--- src/rtl/cpu_mem_responder.sv ---
`default_nettype none
// ============================================================================
// Module      : cpu_mem_responder
// Description : Memory responder for CPU rd/wr requests, with programmable
//               wait states, a one-cycle ready pulse and a host preload port.
// Revision    : 1.0 - initial release
// ============================================================================
module cpu_mem_responder #(
    parameter int ADDR_W  = 5,
    parameter int DATA_W  = 8,
    parameter int RD_WAIT = 1,
    parameter int WR_WAIT = 0
) (
    input  logic              clk,
    input  logic              rst,
    input  logic              mem_rd,
    input  logic              mem_wr,
    input  logic [ADDR_W-1:0] mem_add,
    input  logic [DATA_W-1:0] mem_din,
    output logic [DATA_W-1:0] mem_dout,
    output logic              mem_ready,
    input  logic              ld_wr,
    input  logic [ADDR_W-1:0] ld_addr,
    input  logic [DATA_W-1:0] ld_data,
    output logic              ld_drop,
    output logic              proto_err
);

    localparam int         c_depth   = 2**ADDR_W;
    localparam logic [3:0] c_rd_wait = 4'(RD_WAIT);
    localparam logic [3:0] c_wr_wait = 4'(WR_WAIT);

    localparam logic [1:0] c_idle = 2'd0;
    localparam logic [1:0] c_wait = 2'd1;
    localparam logic [1:0] c_resp = 2'd2;

    logic [DATA_W-1:0] r_mem [c_depth];

    logic [1:0]        r_state;
    logic [1:0]        w_next_state;
    logic [3:0]        r_cnt;
    logic [ADDR_W-1:0] r_addr;
    logic [DATA_W-1:0] r_din;
    logic              r_is_wr;
    logic [DATA_W-1:0] r_dout;
    logic              r_drop;
    logic              r_perr;

    logic              w_accept;
    logic              w_acc_is_wr;
    logic [3:0]        w_acc_wait;
    logic              w_enter_resp;
    logic [ADDR_W-1:0] w_op_addr;
    logic [DATA_W-1:0] w_op_din;
    logic              w_op_is_wr;
    logic              w_ld_we;
    logic              w_arr_we;
    logic [ADDR_W-1:0] w_arr_addr;
    logic [DATA_W-1:0] w_arr_data;

    always_comb begin
        w_ld_we      = (r_state == c_idle) && ld_wr;
        w_accept     = (r_state == c_idle) && !ld_wr && (mem_rd || mem_wr);
        // Simultaneous rd and wr resolves to a read.
        w_acc_is_wr  = mem_wr && !mem_rd;
        w_acc_wait   = w_acc_is_wr ? c_wr_wait : c_rd_wait;

        w_next_state = r_state;
        case (r_state)
            c_idle: begin
                if (w_accept) begin
                    w_next_state = (w_acc_wait != 4'd0) ? c_wait : c_resp;
                end
            end
            c_wait: begin
                if (r_cnt <= 4'd1) begin
                    w_next_state = c_resp;
                end
            end
            c_resp:  w_next_state = c_idle;
            default: w_next_state = c_idle;
        endcase

        // With zero wait states the access happens on the acceptance edge,
        // so the live request inputs are used instead of the latched copies.
        w_enter_resp = (w_next_state == c_resp) && (r_state != c_resp);
        w_op_addr    = (r_state == c_idle) ? mem_add     : r_addr;
        w_op_din     = (r_state == c_idle) ? mem_din     : r_din;
        w_op_is_wr   = (r_state == c_idle) ? w_acc_is_wr : r_is_wr;

        w_arr_we     = w_ld_we || (w_enter_resp && w_op_is_wr);
        w_arr_addr   = w_ld_we ? ld_addr : w_op_addr;
        w_arr_data   = w_ld_we ? ld_data : w_op_din;
    end

    always_ff @(posedge clk or posedge rst) begin
        if (rst) begin
            r_state <= c_idle;
            r_cnt   <= 4'd0;
            r_addr  <= '0;
            r_din   <= '0;
            r_is_wr <= 1'b0;
            r_dout  <= '0;
            r_drop  <= 1'b0;
            r_perr  <= 1'b0;
        end else begin
            r_state <= w_next_state;
            if (w_accept) begin
                r_cnt   <= w_acc_wait;
                r_addr  <= mem_add;
                r_din   <= mem_din;
                r_is_wr <= w_acc_is_wr;
            end else if (r_state == c_wait) begin
                r_cnt <= r_cnt - 4'd1;
            end
            if (w_enter_resp && !w_op_is_wr) begin
                r_dout <= r_mem[w_op_addr];
            end
            r_drop <= ld_wr && (r_state != c_idle);
            if (w_accept && mem_rd && mem_wr) begin
                r_perr <= 1'b1;
            end
        end
    end

    // Storage is deliberately not reset; reset only kills the control path.
    always_ff @(posedge clk) begin
        if (w_arr_we) begin
            r_mem[w_arr_addr] <= w_arr_data;
        end
    end

    assign mem_dout  = r_dout;
    assign mem_ready = (r_state == c_resp);
    assign ld_drop   = r_drop;
    assign proto_err = r_perr;

endmodule
`default_nettype wire

--- config.mk ---
export PLATFORM = sky130hd
export DESIGN_NAME = cpu_mem_responder
export DESIGN_NICKNAME = d
export VERILOG_FILES = /design/src/rtl/cpu_mem_responder.sv
export SDC_FILE = /design/constraint.sdc
export NUM_CORES = 1
export LEC_CHECK = 0
export BUFFER_PORTS_ARGS = -buffer_cell sky130_fd_sc_hd__buf_2
export CORE_MARGIN = 2
export CORE_UTILIZATION = 55
export DETAILED_ROUTE_END_ITERATION = 12
export PLACE_DENSITY = 0.86
export SKIP_LAST_GASP = 1
export SYNTH_ARGS = -nofsm -noshare
export SYNTH_HDL_FRONTEND = slang
export SYNTH_SLANG_ARGS = --single-unit
--- constraint.sdc ---
create_clock -name clk -period 2.97 [get_ports clk]
set_input_delay 0.7425 -clock clk [delete_from_list [all_inputs] [get_ports clk]]
set_output_delay 0.7425 -clock clk [all_outputs]
set_load 0.01 [all_outputs]
# Yosys cells after proc, flatten, opt, wreduce, memory -nomap -nowiden

Memory sizes are Yosys's and may differ from the RTL's. A register that Yosys moved wholly into a read port is not among the register bits.
Index checks and enable logic that the tools add are counted.

Output and inout bits: 11
Register bits after elaboration: 22
Memories kept: 1
RAM bits: 256

Reduce and logical (&&, ||, !) cells: 19
$add $sub $neg: 1
$lt $le $gt $ge: 1
Eq/ne operators: 4
Multiplexer cells: 14

Memories:

| name  | depth | width | read ports | clocked after Yosys merged registers in | wr ports | RTL line | source |
|---|---|---|---|---|---|---|---|
| r_mem | 32    | 8     | 1          | 1                                       | 1        | 37       | `logic [DATA_W-1:0] r_mem [c_depth];` |

Operators with widths:

| cell                                                            | count |
|---|---|
| two-way mux 8 bit                                               | 2 |
| logical AND 1 bit                                               | 10 |
| two-way mux 5 bit                                               | 2 |
| two-way mux 4 bit                                               | 2 |
| two-way mux 2 bit                                               | 3 |
| equality test 2 bit (second input constant)                     | 2 |
| less-or-equal comparator 4 x 1 -> 1 bit (second input constant) | 1 |
| two-way mux 1 bit                                               | 4 |
| one-hot mux 2 bit (2 select lines)                              | 1 |
| nonzero test 2 bit                                              | 2 |
| nonzero test 4 bit                                              | 1 |
| subtractor 4 x 1 -> 4 bit (second input constant)               | 1 |
| logical NOT 1 bit                                               | 3 |
| equality test 2 x 1 -> 1 bit (second input constant)            | 1 |
| logical NOT 2 bit                                               | 1 |
| logical OR 1 bit                                                | 2 |
| inequality test 2 bit (second input constant)                   | 1 |

# Logic depth before layout (Yosys ltp)

Word-level depth: 13
Mapped depth: 9
Mapped depth without buffers: 8

# Least setup slack after synthesis

OpenSTA, ideal clock, no wires.

Kind: input to register
From: input ld_wr
To: memory r_mem[0][0] (data pin)
Path slack: -419 ps
Path buffers: 2
Stages on the path: 4
Arrival: 2935 ps
Required time: 2516 ps
Cell sequence: clkbuf_1 > buf_1 > mux2i_1 > o21ai_0

Longest elaborated chain between the ends: 2

Ends and longest elaborated chain:

| what                    | RTL line | source |
|---|---|---|
| start: declaration      | 22       | `input logic ld_wr,` |
| logical AND 1 bit       | 62       | `w_ld_we = (r_state == c_idle) && ld_wr;` |
| two-way mux 8 bit       | 93       | `w_arr_data = w_ld_we ? ld_data : w_op_din;` |
| named net w_arr_data[0] | 59       | `logic [DATA_W-1:0] w_arr_data;` |
| end: declaration        | 37       |  |

The timed path passes the listed nets, and every way through them passes these cells.

# Worst setup path after layout

From: register r_state[0]
To: register r_dout[5] (netlist: mem_dout[5]) (read register of r_mem)

Longest elaborated chain between the ends: 8
Elaborated cells between the ends (all ways): 14
Classes of those cells: eq/ne (3); mux (5); reduce/logical (6)

Ends and longest elaborated chain:

| what                               | RTL line | source |
|---|---|---|
| start: declaration                 | 39       | `logic [1:0] r_state;` |
| start signal: assignment           | 98       | `r_state <= c_idle;` |
| start signal: assignment           | 107      | `r_state <= w_next_state;` |
| logical NOT 2 bit                  | --       |  |
| logical AND 1 bit (2 in series)    | 63       | `w_accept = (r_state == c_idle) && !ld_wr && (mem_rd \|\| mem_wr);` |
| two-way mux 2 bit                  | 71       | `if (w_accept) begin` |
| one-hot mux 2 bit (2 select lines) | 69       | `case (r_state)` |
| equality test 2 bit                | 86       | `w_enter_resp = (w_next_state == c_resp) && (r_state != c_resp);` |
| logical AND 1 bit                  | 86       |  |
| logical AND 1 bit                  | 116      | `if (w_enter_resp && !w_op_is_wr) begin` |
| end: declaration                   | 45       | `logic [DATA_W-1:0] r_dout;` |

Parallel ways exist; a longest one is shown, timed or not.
A chain may end at the register's enable or synchronous reset.

==> impl_results.md <==
- Most used DFF post-synth: edfxtp_1
- Largest net degree at the start of global routing: 46
- Total internal power: 10.2 mW
- Post-synthesis register bit count: 286
- Logic pwr share: 40.9%
- GRT Total Usage: 28.2%
- Worst EP arrival: 3.31 ns
- Initial antenna violation count: 0
- Setup TNS: 0 ns
- Mapped cell area: 0.0119 mm2
- Cts bufs inserted: 28
- CP max FO: 26
- WL final: 31,500 um
- Post-Syn Instances: 776
- DP HPWL: 19,500 um
- Startpoint Class: register
- WP data required: 3.43 ns
- Max incr delay on CP: 0.61 ns
- Number of global-route vias before repair: 7,950
- Clock power share: 22.6%
- Count leader, synth: edfxtp_1
- Iter 0 DRT Violations: 1,183
- Share of cells above drive strength 1: 26.0%
- CTS tree: built
- CP endpoint kind: register
- Commonest cells post-synth: 256 x edfxtp_1, 68 x mux2i_1, 55 x o21ai_0
- Post-synth EDFFs: 256
- # H-tree levels: 1
- Input/output buffers: 41
- Sw frac: 37.6%
- Routed Antenna Nets: 0
- CTS Buffer Depth: 3
- # rows: 53
- Final Cycle Share: 95.9%
- Final Util: 65.9%
- DIE AREA: 0.0229 mm2
- Synth Area per Inst: 15.4 um2
- Worst Max-Slew Pin Slew: 1.00 ns
- Crit path kind: register to register
- Final WS setup: 0.122 ns
- DRC errors left: 0
- Netlist cell types: 64
- Overflow after GRT: 0
- Setup violations, final: 0
- Die Y: 151 um
- Max Fclk: 351 MHz
- Syn nets: 809
- Clock transition at path regs: 0.07 ns
- Avg WL per Cell: 26.5 um
- Min Hold Slack: 0.308 ns
- P_sw: 6.12 mW
- Max IR drop VDD: 0.623 mV
- Sequential share of the synthesized area: 70.6%
- Post-CTS Setup Repair Bufs: 0
- Ranking of synthesized cells by area: edfxtp_1 64%, dfrtp_1 6.3%, mux2i_1 5.7%
- Core Region: 0.0212 mm2
- Post-synth top area share: 64.4%
- Synth Warn #: 0
- Outcome: finished, final reports clean
- First-pass GRT wire length: 47,500 um
- RSZ-0062 raised after global routing: no
- CP max stage cell: dfrtp_1
- Area of placed instances: 0.0130 mm2
- Final instance area: 0.0139 mm2
- Avg Vias per Cell: 6.72
- # IOs: 42
- Asr flop ratio synth: 10.5%
- Post-route minimum period: 2.85 ns
- Routability cong.: 0.966
- Clock Latency Late Sink: 0.56 ns
- Ant diodes: 0
- Static Leakage: 4.96 nW
- Final-report max-slew violation count: 0
- Final hold vios: 0
- Vias: 7,991
- Cell taking the most area after synthesis: edfxtp_1
- Max cap viols: 0
- Slew margin rel.: 33.0%
- CP Cell Sequence: or2_1 -> buf_4 -> a31oi_1 -> or2_2 -> buf_4 -> o21ai_0 -> nor4_1 -> nor4_1
- P&R area growth vs syn: 16.7%
- Sequential share of power: 36.4%
- Fin nets: 925
- CTS sink cnt: 286
- Clock Skew: 0.0329 ns
- Pre-antenna DRT Iters: 6
- Pre-CTS setup slack: -0.0442 ns
- Initial core utilization: 56.5%
- PD cells: 1170 mW/mm2
- Min-Delay Path Class: input pin to asynchronous set/reset pin
- Clk root buf: clkbuf_16
- Die W: 151 um
## sequential cells by signal, indices dropped and copies added (netlist names)
register and flops:
r_mem 256, mem_dout 8, r_din 8, r_addr 5, r_cnt 4, r_state 2
ld_drop 1, proto_err 1, r_is_wr 1
## placed cells by master, fill, tap and decap left out, types with 5 or more instances in the layout
| cell type | netlist | final |
|---|---|---|
| a211oi_1 | 12 | 12 |
| clkbuf_16 | 0 | 28 |
| o221a_2 | 6 | 6 |
| o22ai_1 | 9 | 9 |
| mux2i_1 | 68 | 68 |
| nand2_1 | 42 | 42 |
| buf_4 | 7 | 81 |
| o21ai_0 | 55 | 46 |
| o22a_1 | 6 | 6 |
| nand3_1 | 14 | 14 |
| bufinv_16 | 0 | 5 |
| a21o_1 | 9 | 9 |
| edfxtp_1 | 256 | 256 |
| dfrtp_1 | 30 | 30 |
| mux4_2 | 7 | 7 |
| mux2_2 | 30 | 30 |
| buf_2 | 12 | 41 |
| a211o_1 | 7 | 7 |
| inv_1 | 7 | 7 |
| nor2_1 | 50 | 50 |
| and3_1 | 14 | 14 |
| o221ai_1 | 13 | 13 |
| nor4_1 | 5 | 5 |
| o211ai_1 | 6 | 6 |
| o21ai_2 | 1 | 9 |
| clkinv_2 | 0 | 5 |
| and2_1 | 5 | 5 |
| a21oi_1 | 19 | 19 |
## per-stage QoR
step	power (mW)	cells
2_1_floorplan	9.82	776
3_3_place_gp	12.1	1137
3_5_place_dp	12.3	1137
4_1_cts	16.0	1189
5_1_grt	16.8	1189
6_report	16.3	1189
## worst paths after layout
kind	startpoint	end	slack, ns	depth (start not counted)
max	r_state[0]	mem_dout[5]	0.12	8
min	rst	r_addr[4]	0.31	2
max reg2reg	r_state[0]	mem_dout[5]	0.12	8
min reg2reg	proto_err	proto_err	0.49	1
max in group asynchronous	rst	r_cnt[3]	2.05	3
min in group clk	mem_rd	r_is_wr	0.45	2
## routing by layer
layer,global-route usage [%],wire (um)
met1,36.4,11000
met2,44.2,14300
met3,6.96,4200
met4,15.4,2030
met5,0.227,0
## logic make-up after synthesis
group	Yosys count	synth area share, %
muxes	105	9.85
buffers and inverters	47	2.34
adders and majority gates	2	0.209
AOI/OAI and AO/OA	174	10.1
xor gates and xnor gates	2	0.147
DFF	286	70.6
and+or+nand+nor	160	6.67
## final cells by class
cell class	count	area, um2
fill	1325	7210
inverter	7	26.3
multi-input combinational	443	3280
clock inverter	20	248
timing repair buffer	126	893
tap	275	344
sequential	286	8440
clock buffer	32	716
## timing repair
item / 4_1_cts / 5_1_grt
endpoints found under the hold margin: 0 / 0
gates resized for setup: 0 / 3
hold buffers: 0 / 0
endpoints found under the setup margin: 0 / 1
## critical path, delay by kind of cell (launching register included)
kind | cells | cell delay, ns
AO/OA/AOI/OAI | 2 | 0.50
buffers and inverters | 2 | 0.55
flip-flops | 1 | 0.61
AND/OR/NAND/NOR | 4 | 1.12
## power groups by stage
stage	Clock (mW)	Combinational, mW	Sequential, mW
2_1_floorplan	0	3.86	5.96
3_3_place_gp	0	6.08	5.97
3_5_place_dp	0	6.29	5.99
4_1_cts	3.70	6.41	5.92
5_1_grt	3.87	6.96	5.96
6_report	3.69	6.67	5.94
Power figures use the tool's default switching activity.
